File: config.mk
export PLATFORM = sky130hd
export DESIGN_NAME = seq_divider_flat
export DESIGN_NICKNAME = d
export VERILOG_FILES = /design/src/rtl/seq_div_pkg.sv /design/src/rtl/seq_divider_if.sv /design/src/rtl/seq_divider_div_step.sv /design/src/rtl/seq_divider.sv /design/src/flat_wrapper.sv
export SDC_FILE = /design/constraint.sdc
export NUM_CORES = 1
export LEC_CHECK = 0
export CORE_MARGIN = 2
export CORE_UTILIZATION = 34
export DETAILED_ROUTE_END_ITERATION = 6
export PLACE_DENSITY = 0.61
export SKIP_CTS_REPAIR_TIMING = 1
export SLEW_MARGIN = 20
export SYNTH_ARGS = -nofsm -noshare
export SYNTH_HDL_FRONTEND = slang
export SYNTH_SLANG_ARGS = --single-unit
File: constraint.sdc
create_clock -name clk -period 5.26 [get_ports clk]
set_input_delay 1.052 -clock clk [delete_from_list [all_inputs] [get_ports clk]]
set_output_delay 1.052 -clock clk [all_outputs]
set_load 0.03 [all_outputs]
File: src/rtl/seq_div_pkg.sv
// Shared definitions for the sequential restoring divider.
// Holds the one-bit FSM state encoding and the iteration-counter width helper.
package seq_div_pkg;

  typedef enum logic {
    ST_IDLE = 1'b0,
    ST_RUN  = 1'b1
  } state_e;

  // Counter must hold 0..WIDTH; never narrower than one bit.
  function automatic int unsigned cnt_width(input int unsigned width);
    return (width < 2) ? 1 : $clog2(width + 1);
  endfunction

endpackage

File: src/rtl/seq_divider_if.sv
// Request/result bundle for seq_divider.
//   start, dividend, divisor : requester -> divider
//   busy, done, quotient, remainder : divider -> requester
//   div_zero : divider -> requester, only when DIV_ZERO_FLAG_EN is defined
// master = requester side, slave = divider side.
interface seq_divider_if #(
  parameter int unsigned WIDTH = 4
);
  logic             start;
  logic [WIDTH-1:0] dividend;
  logic [WIDTH-1:0] divisor;
  logic             busy;
  logic             done;
  logic [WIDTH-1:0] quotient;
  logic [WIDTH-1:0] remainder;
`ifdef DIV_ZERO_FLAG_EN
  logic             div_zero;
`endif

  modport master (
    output start, dividend, divisor,
`ifdef DIV_ZERO_FLAG_EN
    input  div_zero,
`endif
    input  busy, done, quotient, remainder
  );

  modport slave (
    input  start, dividend, divisor,
`ifdef DIV_ZERO_FLAG_EN
    output div_zero,
`endif
    output busy, done, quotient, remainder
  );

endinterface

File: src/rtl/seq_divider_div_step.sv
// One restoring-division iteration (combinational).
//   r_i       : current partial remainder (always < divisor, or <= dividend for divisor 0)
//   msb_i     : next dividend bit shifted in
//   divisor_i : divisor
//   r_o       : next partial remainder
//   qbit_o    : quotient bit produced by this iteration
module div_step #(
  parameter int unsigned WIDTH = 4
) (
  input  logic [WIDTH-1:0] r_i,
  input  logic             msb_i,
  input  logic [WIDTH-1:0] divisor_i,
  output logic [WIDTH-1:0] r_o,
  output logic             qbit_o
);

  // Shifted remainder is WIDTH+1 bits so the compare never overflows.
  logic [WIDTH:0]   shifted;
  logic [WIDTH-1:0] diff;
  logic             ge;

  assign shifted = {r_i, msb_i};
  assign ge      = (shifted >= {1'b0, divisor_i});
  // When ge holds the true difference is < divisor, so the low bits are exact.
  assign diff    = shifted[WIDTH-1:0] - divisor_i;
  assign r_o     = ge ? diff : shifted[WIDTH-1:0];
  assign qbit_o  = ge;

endmodule

File: src/rtl/seq_divider.sv
// Multi-cycle unsigned restoring divider, one quotient bit per clock.
//   clk, rst_n : clock and asynchronous active-low reset
//   bus        : seq_divider_if.slave (start/dividend/divisor in,
//                busy/done/quotient/remainder[/div_zero] out)
// Latency is WIDTH cycles from the accepting edge to done, independent of operands.
// Optional build macro: DIV_ZERO_FLAG_EN adds the registered div_zero flag.
module seq_divider
  import seq_div_pkg::*;
#(
  parameter int unsigned WIDTH = 4
) (
  input  logic          clk,
  input  logic          rst_n,
  seq_divider_if.slave  bus
);

  localparam int unsigned    CntW    = cnt_width(WIDTH);
  localparam logic [CntW-1:0] LastCnt = CntW'(WIDTH - 1);

  state_e           state_q, state_d;
  logic [CntW-1:0]  cnt_q, cnt_d;
  logic [WIDTH-1:0] r_q, r_d;
  logic [WIDTH-1:0] q_shift_q, q_shift_d;
  logic [WIDTH-1:0] dvs_q, dvs_d;
  logic [WIDTH-1:0] quot_q, quot_d;
  logic [WIDTH-1:0] rem_q, rem_d;
  logic             done_q, done_d;
`ifdef DIV_ZERO_FLAG_EN
  logic             dz_q, dz_d;
`endif

  logic [WIDTH-1:0] step_r;
  logic             step_qbit;

  // q_shift holds the unconsumed dividend bits at the top and collects quotient
  // bits at the bottom, so its MSB is always the next dividend bit.
  div_step #(
    .WIDTH (WIDTH)
  ) u_step (
    .r_i       (r_q),
    .msb_i     (q_shift_q[WIDTH-1]),
    .divisor_i (dvs_q),
    .r_o       (step_r),
    .qbit_o    (step_qbit)
  );

  always_comb begin
    state_d   = state_q;
    cnt_d     = cnt_q;
    r_d       = r_q;
    q_shift_d = q_shift_q;
    dvs_d     = dvs_q;
    quot_d    = quot_q;
    rem_d     = rem_q;
    done_d    = 1'b0;
`ifdef DIV_ZERO_FLAG_EN
    dz_d      = dz_q;
`endif
    unique case (state_q)
      ST_IDLE: begin
        if (bus.start) begin
          state_d   = ST_RUN;
          cnt_d     = '0;
          r_d       = '0;
          q_shift_d = bus.dividend;
          dvs_d     = bus.divisor;
        end
      end
      ST_RUN: begin
        r_d       = step_r;
        q_shift_d = {q_shift_q[WIDTH-2:0], step_qbit};
        cnt_d     = cnt_q + CntW'(1);
        if (cnt_q == LastCnt) begin
          state_d = ST_IDLE;
          done_d  = 1'b1;
          quot_d  = {q_shift_q[WIDTH-2:0], step_qbit};
          rem_d   = step_r;
`ifdef DIV_ZERO_FLAG_EN
          dz_d    = (dvs_q == '0);
`endif
        end
      end
      default: state_d = ST_IDLE;
    endcase
  end

  always_ff @(posedge clk or negedge rst_n) begin
    if (!rst_n) begin
      state_q   <= ST_IDLE;
      cnt_q     <= '0;
      r_q       <= '0;
      q_shift_q <= '0;
      dvs_q     <= '0;
      quot_q    <= '0;
      rem_q     <= '0;
      done_q    <= 1'b0;
`ifdef DIV_ZERO_FLAG_EN
      dz_q      <= 1'b0;
`endif
    end else begin
      state_q   <= state_d;
      cnt_q     <= cnt_d;
      r_q       <= r_d;
      q_shift_q <= q_shift_d;
      dvs_q     <= dvs_d;
      quot_q    <= quot_d;
      rem_q     <= rem_d;
      done_q    <= done_d;
`ifdef DIV_ZERO_FLAG_EN
      dz_q      <= dz_d;
`endif
    end
  end

  assign bus.busy      = (state_q == ST_RUN);
  assign bus.done      = done_q;
  assign bus.quotient  = quot_q;
  assign bus.remainder = rem_q;
`ifdef DIV_ZERO_FLAG_EN
  assign bus.div_zero  = dz_q;
`endif

endmodule
File: src/flat_wrapper.sv
// flat-port wrapper written by rule: the top's interface ports become plain ports
module seq_divider_flat import seq_div_pkg::*;
#(
  parameter int unsigned WIDTH = 4
)
  (clk, rst_n, bus_start, bus_dividend, bus_divisor, bus_busy, bus_done, bus_quotient, bus_remainder);
  seq_divider_if #(.WIDTH(WIDTH)) bus_i ();
  input  logic clk;
  input  logic rst_n;
  input wire logic [$bits(bus_i.start)-1:0] bus_start;
  input wire logic [$bits(bus_i.dividend)-1:0] bus_dividend;
  input wire logic [$bits(bus_i.divisor)-1:0] bus_divisor;
  output wire logic [$bits(bus_i.busy)-1:0] bus_busy;
  output wire logic [$bits(bus_i.done)-1:0] bus_done;
  output wire logic [$bits(bus_i.quotient)-1:0] bus_quotient;
  output wire logic [$bits(bus_i.remainder)-1:0] bus_remainder;
  assign bus_i.start = bus_start;
  assign bus_i.dividend = bus_dividend;
  assign bus_i.divisor = bus_divisor;
  assign bus_busy = bus_i.busy;
  assign bus_done = bus_i.done;
  assign bus_quotient = bus_i.quotient;
  assign bus_remainder = bus_i.remainder;
  seq_divider #(.WIDTH(WIDTH)) u_core (.clk(clk), .rst_n(rst_n), .bus(bus_i));
endmodule
==> results.py, run 1 <==
metrics = {
    "outcome": {
        "outcome": "finished clean",
    },
    "sta": {
        "fin_crit_sh_pct": 53.9,
        "clock.fmax_mhz": 353,
        "finalSetupViolations": 0,
        "relSlewSlack_pct": 63.9,
        "setup_tns_ns": 0,
        "tightest_slew_ns": 0.542,
        "min_period_ns": 2.84,
        "whs_ns": 0.502,
        "final_hold_viol_count": 0,
        "grt_setup_unrepaired": "no",
        "clock_skew_ns": 0.00197,
        "maxSlewViolCount": 0,
        "fin_ws_ns": 2.42,
    },
    "synth": {
        "ys_seq_area_share_pct": 51.3,
        "synth_cell_types": 35,
        "synth_seq_cells": 25,
        "ys_top_cells_by_area": "dfrtp_1 51%, ha_1 6.2%, mux2_2 4.6%",
        "yosysWarnings": 0,
        "yosys.area.top_type_share_pct": 51.3,
        "synth-edff-count": 0,
        "synth_nets": 135,
        "avgSynthCellArea_um2": 10.4,
        "synthArstFlopShare_pct": 100,
        "syn_area_mm2": 0.00122,
        "ys.flop_type": "dfrtp_1",
        "synth_top_cell_by_area": "dfrtp_1",
        "syn_inst": 117,
    },
    "detailed_routing": {
        "viasPerCell": 5.04,
        "vias": 927,
        "post-route-drc-count": 0,
        "dr.first_iter.drc_count": 20,
        "detail-route-antenna-nets": 0,
        "first_pass_iters": 4,
        "wire_per_inst_um": 13.0,
        "drt_wl_total_um": 2400,
    },
    "pwr": {
        "seqPwrFrac_pct": 34.1,
        "power.leakage_nw": 0.675,
        "p_clk_share_pct": 7.9,
        "p_comb_share_pct": 58.0,
        "swShare_pct": 43.8,
        "switching_power_uw": 465,
        "vdd_ir_drop_max_mv": 0.288,
        "powerDensity_mw_per_mm2": 715,
        "p_int_uw": 598,
    },
    "die": {
        "coreArea_mm2": 0.00339,
        "initial_core_util_pct": 36.0,
        "die_w_um": 63.9,
        "die_h_um": 63.9,
        "io_pins": 21,
        "std_cell_rows": 21,
        "die_area_mm2": 0.00408,
    },
    "placement": {
        "dp_cells": 180,
        "dp_hpwl_um": 1850,
        "gp_congestion": 0.786,
        "pre_cts_ws_ns": 2.49,
        "port_buffers": 20,
    },
    "cells_and_area": {
        "final_common_cell": "dfrtp_1",
        "layout-area-overhead-vs-synth_pct": 21.9,
        "instances_no_fill": 184,
        "fin_nets": 157,
        "fill_cells": 333,
        "final_cell_mix": "25 x dfrtp_1, 19 x clkdlybuf4s50_1, 13 x nand2_1, 10 x inv_1, 10 x o21ai_0",
        "drive_above_1_share_pct": 9.42,
        "n_antenna_cell": 0,
        "fin_util_pct": 43.9,
    },
    "critical_path": {
        "crit_chain": "clkdlybuf4s50_1",
        "critPathKind": "flip-flop to primary output",
        "critical_path.max_stage_delay_ns": 0.77,
        "crit_family": "buffers and inverters",
        "slowest_stage": "clkdlybuf4s50_1",
        "worstPathRequired_ns": 4.21,
        "startpoint_type": "flip-flop",
        "critical_path.max_fanout": 18,
        "crit_arrival_ns": 1.78,
        "worstSetupEndpointType": "primary output",
        "cp_num_buf_inv": 1,
    },
    "cts": {
        "htreeDepth": 1,
        "clk_pin_slew_worst_paths_ns": 0.13,
        "cts_inserted_buffers": 3,
        "clock_sinks": 25,
        "cts.path.max_buffers": 2,
        "cts_root_buffer": "clkbuf_4",
        "cts_tree": "built",
        "clkLatencyLatePin_ns": 0.31,
    },
    "hold_path": {
        "hold_path.class": "flip-flop to flip-flop",
    },
    "grt": {
        "grt_max_degree": 26,
        "grt_pass1_wl_um": 4350,
        "grt_pass1_vias": 945,
        "grt.total_usage_pct": 13.6,
        "overflow": 0,
        "antenna_found_initial": 0,
    },
    "flow_run": {
        "maxCapViolCount": 0,
    },
}
metrics by stage:
step	area [um2]	power, mW
final	1490	1.06
after global routing	1490	1.17
after CTS	1490	1.08
after detailed placement	1460	0.990
after global placement	1470	0.971
after floorplan	1220	0.802
synthesized netlist by cell type, drive strengths merged, types with 2 or more instances:
cell	instances
inv	10
mux2	5
dfrtp	25
a31o	3
mux2i	3
and3	2
nor2b	2
ha	6
nand2	13
nor2	5
o31ai	2
o21ai	11
a21oi	3
nand3	5
and2	2
clkbuf	2
layout make-up:
class                      instances  area, um2  share of cell area (%)
timing repair buffer              20        195                    13.1
multi-input combinational         79        544                    36.6
sequential                        25        626                    42.1
inverter                          10       37.5                    2.52
clock buffer                       3       22.5                    1.51
tap                               46       57.6                    3.87
clock inverter                     1       5.00                   0.336
cells by family (layout without fill, tap and decap cells):
logic type      after synthesis  after routing  share of synthesized area [%]
flops                        25             25                           51.3
compound gates               30             30                           16.3
mux                           8              8                           7.08
fa+ha+maj                     7              7                           7.79
buf+inv                      13             34                           4.10
xor+xnor                      1              1                          0.718
simple gates                 33             33                           12.7
power by group through the flow:
stage / Clock (mW) / Sequential, mW / Combinational (mW)
finish: 0.0835 / 0.363 / 0.617
global route: 0.0973 / 0.377 / 0.700
CTS: 0.0889 / 0.364 / 0.625
detailed placement: 0 / 0.369 / 0.621
global placement: 0 / 0.365 / 0.605
floorplan: 0 / 0.410 / 0.393
flip-flops by register name, indices dropped and copies added (netlist names):
signal                count
u_core.r_q                4
u_core.q_shift_q          4
u_core.bus.busy           1
u_core.bus.remainder      4
u_core.dvs_q              4
u_core.cnt_q              3
u_core.bus.done           1
u_core.bus.quotient       4
per-layer routing:
metal	routed length, um	global-route usage, %
met5	0	0
met1	1080	16.9
met2	1160	23.3
met4	16	1.63
met3	139	4.75
path summary, 6_finish.rpt:
kind / from / slack (ns) / to / cells past startpoint
max: u_core.bus.busy / 2.42 / bus_busy / 1
min: u_core.bus.remainder[3] / 0.50 / u_core.bus.remainder[3] / 2
max reg2reg: u_core.r_q[1] / 3.29 / u_core.r_q[2] / 5
min reg2reg: u_core.bus.remainder[3] / 0.50 / u_core.bus.remainder[3] / 2
max in group asynchronous: rst_n / 4.20 / u_core.r_q[0] / 1
min in group asynchronous: rst_n / 0.70 / u_core.dvs_q[2] / 1
(Power assumes the default switching activity.)
==> run 2, diff against run 1 <==
==> constraint.sdc (replaced) <==
create_clock -name clk -period 2.7 [get_ports clk]
set_input_delay 0.54 -clock clk [delete_from_list [all_inputs] [get_ports clk]]
set_output_delay 0.54 -clock clk [all_outputs]
set_load 0.03 [all_outputs]
==> results.py, run 2 (synthesized netlist as in run 1, its figures left out) <==
metrics = {
    "outcome": {
        "outcome": "finished clean",
    },
    "die": {
        "initial_core_util_pct": 36.0,
        "die_h_um": 63.9,
        "io_pins": 21,
        "coreArea_mm2": 0.00339,
        "std_cell_rows": 21,
        "die_area_mm2": 0.00408,
        "die_w_um": 63.9,
    },
    "critical_path": {
        "crit_family": "buffers and inverters",
        "cp.depth": 1,
        "cp-endpoint": "bus_busy",
        "rr_startpoint": "u_core.r_q[1]",
        "crit_arrival_ns": 1.82,
        "crit_chain": "clkdlybuf4s50_1",
        "worstPathRequired_ns": 2.16,
        "r2r_cells": 5,
        "startpoint_type": "flip-flop",
        "r2r-end": "u_core.bus.remainder[0]",
        "slowest_stage": "clkdlybuf4s50_1",
        "critical_path.max_fanout": 18,
        "critical_path.startpoint": "u_core.bus.busy",
        "critical_path.max_stage_delay_ns": 0.78,
        "worstSetupEndpointType": "primary output",
        "reg2reg_slack_ns": 0.74,
        "critPathKind": "flip-flop to primary output",
        "cp_num_buf_inv": 1,
    },
    "cts": {
        "cts_root_buffer": "clkbuf_4",
        "clkLatencyLatePin_ns": 0.32,
        "htreeDepth": 1,
        "cts_inserted_buffers": 3,
        "cts.path.max_buffers": 2,
        "clk_pin_slew_worst_paths_ns": 0.14,
        "clock_sinks": 25,
        "cts_tree": "built",
    },
    "cells_and_area": {
        "layout-area-overhead-vs-synth_pct": 23.8,
        "seq_area_um2": 626,
        "fin_util_pct": 44.6,
        "fill_cells": 316,
        "n_antenna_cell": 0,
        "drive_above_1_share_pct": 10.0,
        "final_cell_mix": "25 x dfrtp_1, 20 x clkdlybuf4s50_1, 13 x nand2_1, 10 x inv_1, 10 x o21ai_0",
        "final_common_cell": "dfrtp_1",
        "fin_area_mm2": 0.00151,
        "multi_input_area_um2": 544,
        "fin_nets": 159,
    },
    "sta": {
        "final_hold_viol_count": 0,
        "min_period_ns": 2.36,
        "setup_tns_ns": 0,
        "tightest_slew_ns": 0.563,
        "relSlewSlack_pct": 62.5,
        "clock.fmax_mhz": 424,
        "maxSlewViolCount": 0,
        "grt_setup_unrepaired": "no",
        "clock_skew_ns": 0.00244,
        "finalSetupViolations": 0,
        "fin_crit_sh_pct": 87.3,
    },
    "placement": {
        "gp_congestion": 0.844,
        "dp_hpwl_um": 1870,
        "place_area_mm2": 0.00148,
        "port_buffers": 20,
    },
    "hold_path": {
        "hold_path.class": "flip-flop to flip-flop",
    },
    "detailed_routing": {
        "drt_wl_total_um": 2550,
        "dr.first_iter.drc_count": 9,
        "viasPerCell": 5.05,
        "vias": 940,
        "first_pass_iters": 3,
        "wire_per_inst_um": 13.7,
        "detail-route-antenna-nets": 0,
        "post-route-drc-count": 0,
    },
    "grt": {
        "grt_pass1_wl_um": 4350,
        "grt.total_usage_pct": 13.5,
        "grt_pass1_vias": 952,
        "grt_max_degree": 26,
        "antenna_found_initial": 0,
        "overflow": 0,
    },
    "pwr": {
        "total_power_mw": 2.10,
        "power.leakage_nw": 0.682,
        "powerDensity_mw_per_mm2": 1390,
        "vdd_ir_drop_max_mv": 0.484,
    },
    "flow_run": {
        "maxCapViolCount": 0,
    },
}
## run 2: cell count changes in the layout (fill, tap and decap cells not counted)
cell,delta
clkinvlp_4,+1
clkdlybuf4s50_1,+1
buf_2,-1
buf_4,+2
clkinv_2,-1
## run 2: area by class of cell
class / count / share of cell area, %
clock buffers: 3 / 1.49
clock inverters: 1 / 0.497
inverters: 10 / 2.49
multi-input cells: 79 / 36.0
flip-flops and latches: 25 / 41.4
well taps: 46 / 3.81
repair buffers: 22 / 14.3
## run 2: worst min-delay path by stage
stage	from	slack [ns]	cells after the start	to
finish	u_core.bus.remainder[3]	0.50	2	u_core.bus.remainder[3]
global route	u_core.bus.remainder[3]	0.53	2	u_core.bus.remainder[3]
CTS	u_core.bus.remainder[3]	0.51	2	u_core.bus.remainder[3]
floorplan	rst_n	0.24	0	u_core.bus.busy
global placement	u_core.bus.remainder[3]	0.48	2	u_core.bus.remainder[3]
detailed placement	u_core.bus.remainder[3]	0.48	2	u_core.bus.remainder[3]
## run 2: power by group
group	internal [mW]	switching, mW	total, mW
logic	0.556	0.665	1.22
clock network	0.0565	0.115	0.172
registers	0.562	0.144	0.706
## run 2: metal layers
layer  share of wire (%)  vias up  track usage [%]
li1                    -      460                -
met1                  50      457             16.3
met2                  45       21             23.7
met3                 4.4        2             4.05
met4                0.55        0             2.45
met5                   0        -                0
## run 2: per-stage QoR
step | setup WS, ns | hold slack (ns) | cells
floorplan | 0.906 | 0.244 | 117
global placement | 0.749 | 0.478 | 182
detailed placement | 0.673 | 0.481 | 182
CTS | 0.342 | 0.513 | 186
global route | 0.260 | 0.529 | 186
finish | 0.343 | 0.501 | 186
